==> src/rtl/pulse_period_meter.sv <==
// pulse_period_meter
// Measures the clock-cycle interval between accepted rising edges of a clean,
// clk-synchronous sensor level. Publishes the interval with a one-cycle valid
// strobe, counts revolutions, rejects edges closer than MIN_PERIOD and declares
// the wheel stopped when no accepted edge arrives within TIMEOUT cycles.
module pulse_period_meter #(
    parameter int CNT_BITS   = 24,
    parameter int MIN_PERIOD = 1000,
    parameter int TIMEOUT    = 12500000,
    parameter int REV_BITS   = 16
) (
    input  logic                clk,
    input  logic                rst_n,
    input  logic                pulse_in,
    input  logic                clear_revs,
    output logic [CNT_BITS-1:0] period,
    output logic                period_valid,
    output logic                stopped,
    output logic [REV_BITS-1:0] rev_count
);

    localparam logic [0:0] S_IDLE    = 1'b0;
    localparam logic [0:0] S_MEASURE = 1'b1;

    localparam logic [CNT_BITS-1:0] MIN_C   = CNT_BITS'(MIN_PERIOD);
    localparam logic [CNT_BITS-1:0] TMO_C   = CNT_BITS'(TIMEOUT);
    localparam logic [CNT_BITS-1:0] CNT_ONE = CNT_BITS'(1);

    logic [0:0]          r_state;
    logic [CNT_BITS-1:0] r_cnt;
    logic                r_prev;
    logic [CNT_BITS-1:0] r_period;
    logic                r_valid;
    logic                r_stopped;
    logic [REV_BITS-1:0] r_rev;

    logic w_rise;
    logic w_first;
    logic w_accept;
    logic w_timeout;
    logic w_rev_inc;

    // prev resets to 1 so a level already high at reset release is not an edge
    assign w_rise    = pulse_in & ~r_prev;
    assign w_first   = (r_state == S_IDLE) && w_rise;
    assign w_accept  = (r_state == S_MEASURE) && w_rise && (r_cnt >= MIN_C);
    // a rise at cnt == TIMEOUT is always accepted (TIMEOUT >= MIN_PERIOD),
    // so the timeout only fires when no rise is present
    assign w_timeout = (r_state == S_MEASURE) && !w_rise && (r_cnt == TMO_C);
    assign w_rev_inc = w_first | w_accept;

    // Edge detector, interval counter, period capture and stop detection
    always_ff @(posedge clk) begin
        if (!rst_n) begin
            r_state   <= S_IDLE;
            r_cnt     <= '0;
            r_prev    <= 1'b1;
            r_period  <= '0;
            r_valid   <= 1'b0;
            r_stopped <= 1'b1;
        end else begin
            r_prev  <= pulse_in;
            r_valid <= 1'b0;
            case (r_state)
                S_IDLE: begin
                    // one edge gives no interval: outputs untouched here
                    if (w_rise) begin
                        r_cnt   <= CNT_ONE;
                        r_state <= S_MEASURE;
                    end else begin
                        r_cnt <= '0;
                    end
                end
                S_MEASURE: begin
                    if (w_accept) begin
                        r_period  <= r_cnt;
                        r_valid   <= 1'b1;
                        r_stopped <= 1'b0;
                        r_cnt     <= CNT_ONE;
                    end else if (w_timeout) begin
                        r_period  <= '0;
                        r_stopped <= 1'b1;
                        r_cnt     <= '0;
                        r_state   <= S_IDLE;
                    end else begin
                        // glitch edges fall through here and keep counting
                        r_cnt <= r_cnt + CNT_ONE;
                    end
                end
                default: begin
                    r_state <= S_IDLE;
                    r_cnt   <= '0;
                end
            endcase
        end
    end

    // Revolution counter: clear wins over the old value, but a coincident
    // accepted edge still counts as the first revolution after the clear
    always_ff @(posedge clk) begin
        if (!rst_n) begin
            r_rev <= '0;
        end else if (clear_revs) begin
            r_rev <= w_rev_inc ? REV_BITS'(1) : '0;
        end else if (w_rev_inc) begin
            r_rev <= r_rev + REV_BITS'(1);
        end
    end

    assign period       = r_period;
    assign period_valid = r_valid;
    assign stopped      = r_stopped;
    assign rev_count    = r_rev;

endmodule
==> config.mk <==
export PLATFORM = sky130hd
export DESIGN_NAME = pulse_period_meter
export DESIGN_NICKNAME = d
export VERILOG_FILES = /design/src/rtl/pulse_period_meter.sv
export SDC_FILE = /design/constraint.sdc
export NUM_CORES = 1
export LEC_CHECK = 0
export CORE_MARGIN = 5
export CORE_UTILIZATION = 40
export DETAILED_ROUTE_END_ITERATION = 10
export HOLD_SLACK_MARGIN = 0.05
export SYNTH_ARGS = -nofsm -noshare
export SYNTH_HDL_FRONTEND = slang
export SYNTH_SLANG_ARGS = --single-unit
==> constraint.sdc <==
create_clock -name clk -period 1.84 [get_ports clk]
set_clock_uncertainty 0.15 [all_clocks]
set_input_delay 0.368 -clock clk [delete_from_list [all_inputs] [get_ports clk]]
set_output_delay 0.368 -clock clk [all_outputs]
set_load 0.005 [all_outputs]
==> results.yml <==
floorplanning:
  die_x_um: 94.4
  start_util_pct: 41.4
  top_level_ports: 46
  row_count: 30
  die_area_um2: 8900
  fp.coreArea_um2: 6870
  dieHeight_um: 94.4
critical_path:
  cpPeakStageDelay_ps: 350
  path_cells: "nor4_4 -> nand4_1 -> buf_4 -> o21ai_2 -> nand4_1 -> buf_4 -> clkbuf_16 -> nor2_1"
  worstPathRequired_ps: 1970
  worstPathArrival_ps: 2160
  critical_path_class: "flop to flop"
  start_kind: "flop"
  reg2reg_slack_ps: -190
  reg2reg_from: "r_cnt[10]"
  critPathSlowestCell: "dfxtp_2"
  worstPathMaxFanout: 6
  timing.rr.end: "r_cnt[11]"
  cp-end-kind: "flop"
  reg2reg_depth: 8
cts:
  numCtsBuffers: 9
  tritoncts_num_sinks: 68
  cts.htree.levels: 3
  clockBufferDepth: 2
  clkTransAtPathRegs_ps: 70
  clock_latency_ps: 340
  root_buffer: "clkbuf_8"
  cts_tree: "done"
synth:
  synth_edf_count: 0
  yosysUniqueCellTypes: 42
  ys_ff_latch: 68
  synth.top_cells.by_count: "dfxtp_1, nor2_1, a22o_1"
  ys_warn_count: 0
  async_flop_share_pct: 0
  synth_area_um2: 2850
  synth.area.top_cells: "dfxtp_1, a22o_1, xnor2_1"
  avgSynthCellArea_um2: 9.30
  yosysTopAreaCell: "dfxtp_1"
  netlist.area_leader.share_pct: 47.8
  syn-num-nets: 313
  synth_ff_type: "dfxtp_1"
  post-synth-top-count-cell: "dfxtp_1"
  ys_seq_area_share_pct: 47.8
  syn-instance-count: 306
global_routing:
  grt_pass1_vias: 2510
  grt-ovfl-total: 0
  grt_pass1_wl_um: 12200
  grt_usage_pct: 17.5
  antenna_found_initial: 0
  grt_max_degree: 26
final_layout:
  areaGrowthSynthToFinish_pct: 58.7
  fillers: 545
  multi_input_area_um2: 1630
  diodes: 0
  postLayoutCellArea_um2: 4520
  drive_above_1_share_pct: 38.0
  final-seq-area_um2: 1400
  fin_nets: 431
  final_cells: 525
routing:
  vias_per_cell: 5.02
  drtPass1Iterations: 4
  wl_per_cell_um: 14.2
  routed_wl_um: 7450
  drt-initial-drc-count: 76
  ant_nets: 0
  drcViolationCount: 0
  vias: 2633
min_path:
  hp-class: "primary input to flop"
  hold_depth: 2
  hold_start: "pulse_in"
  whs_endpoint: "r_prev"
power:
  total_power_mw: 2.77
  pwr-share-clk_pct: 42.4
  power_frac_comb_pct: 4.3
  switching_power_mw: 0.634
  power_density_nw_per_um2: 612
  seqPwrFrac_pct: 53.3
  ir_drop_mv: 0.342
  internal_power_mw: 2.13
  p_leak_nw: 1.66
  switching_share_pct: 22.9
place:
  io_buffers: 45
  hpwlAfterDp_um: 4850
  gp_congestion: 0.772
  place_area_um2: 3810
  dp.cells: 491
sta:
  relSlewSlack_pct: 76.8
  hold_viol: 0
  worst_pin_slew_ps: 345
  slew_violations: 0
  fin_ws_ps: -189
  finalCriticalPeriod_ps: 2030
  grt_setup_unrepaired: "true"
  holdWs_ps: 242
  max_freq_ghz: 0.493
  finalCritPeriodShare_pct: 110
  finalSetupViolCount: 63
run_status:
  status: "finished, violations left"
  violations: "negative setup slack"
flow_run:
  drv_cap: 0
## metrics by stage
stage	utilization [%]	setup WS [ps]	setup TNS, ps
6_report	65.8	-189	-7080
5_1_grt	65.8	-268	-11990
4_1_cts	62.2	-128	-5250
3_5_place_dp	55.5	-522	-27710
3_3_place_gp	55.5	-442	-24290
2_1_floorplan	-	-34.2	-685
## power groups by stage
stage	registers (mW)	logic [mW]	clock network (mW)
final	1.47	0.118	1.17
after global routing	1.47	0.128	1.28
after CTS	1.48	0.106	1.21
after detailed placement	1.51	0.0803	0
after global placement	1.51	0.0796	0
after floorplan	1.51	0.0447	0
## flip-flops by register name, indices dropped and copies added (netlist names)
register      cells
period           24
r_cnt            24
rev_count        16
period_valid      1
r_prev            1
r_state           1
stopped           1
## critical path: cells and delay by family, from the launching register on
| kind | cells | cell delay, ps |
|---|---|---|
| compound gates | 1 | 140 |
| buf+inv | 3 | 560 |
| flops | 1 | 350 |
| simple gates | 4 | 770 |
## kinds of logic (layout without fill, tap and decap cells)
group,Yosys count,in the layout,synth area share (%)
buf+inv,25,148,4.22
flops,68,68,47.8
fa+ha+maj,3,3,1.32
xor+xnor,24,24,7.38
compound gates,60,60,15.4
simple gates,126,126,23.8
## cell type report
type | instances | share of cell area (%)
well taps | 96 | 2.66
multi-input cells | 213 | 36.0
inverters | 8 | 0.665
clock buffers | 12 | 3.66
flip-flops and latches | 68 | 30.9
repair buffers | 124 | 25.3
clock inverters | 4 | 0.720
## how the worst max path moves through the flow
stage / cells after the start / startpoint / to / slack (ps)
2_1_floorplan: 7 / pulse_in / period[10] / -30
3_3_place_gp: 7 / pulse_in / period[12] / -440
3_5_place_dp: 7 / pulse_in / period[12] / -520
4_1_cts: 6 / r_cnt[13] / r_cnt[23] / -130
5_1_grt: 8 / r_cnt[13] / r_cnt[16] / -270
6_report: 8 / r_cnt[10] / r_cnt[11] / -190
## metal layers
| metal | track usage [%] | vias up | share of wire, % |
|---|---|---|---|
| met2 | 26.6 | 42 | 47 |
| met5 | 0 | - | 0 |
| li1 | - | 1344 | - |
| met1 | 23.7 | 1237 | 47 |
| met4 | 7.58 | 0 | 1.5 |
| met3 | 4.14 | 10 | 4.5 |
## cell usage in the layout, fill, tap and decap left out, types with 8 or more instances in the layout
| cell | Yosys | layout |
|---|---|---|
| buf_6 | 1 | 13 |
| xor2_1 | 8 | 8 |
| clkdlybuf4s50_1 | 0 | 38 |
| nor2_1 | 33 | 21 |
| clkbuf_8 | 0 | 12 |
| nand3_1 | 14 | 13 |
| nand2_1 | 21 | 21 |
| dfxtp_2 | 0 | 19 |
| nand4_1 | 11 | 11 |
| a21oi_1 | 12 | 8 |
| dfxtp_1 | 68 | 46 |
| inv_1 | 8 | 8 |
| xnor2_1 | 16 | 16 |
| buf_4 | 2 | 62 |
| a22o_1 | 24 | 24 |
## repair_timing
item / CTS / global route
setup buffers: 14 / 6
gates resized for setup: 37 / 71
hold buffers: 0 / 0
gates cloned: 4 / 0
pin swaps: 21 / 38
endpoints found under the setup margin: 69 / 72
No activity file was read; power rests on OpenSTA's default activity.
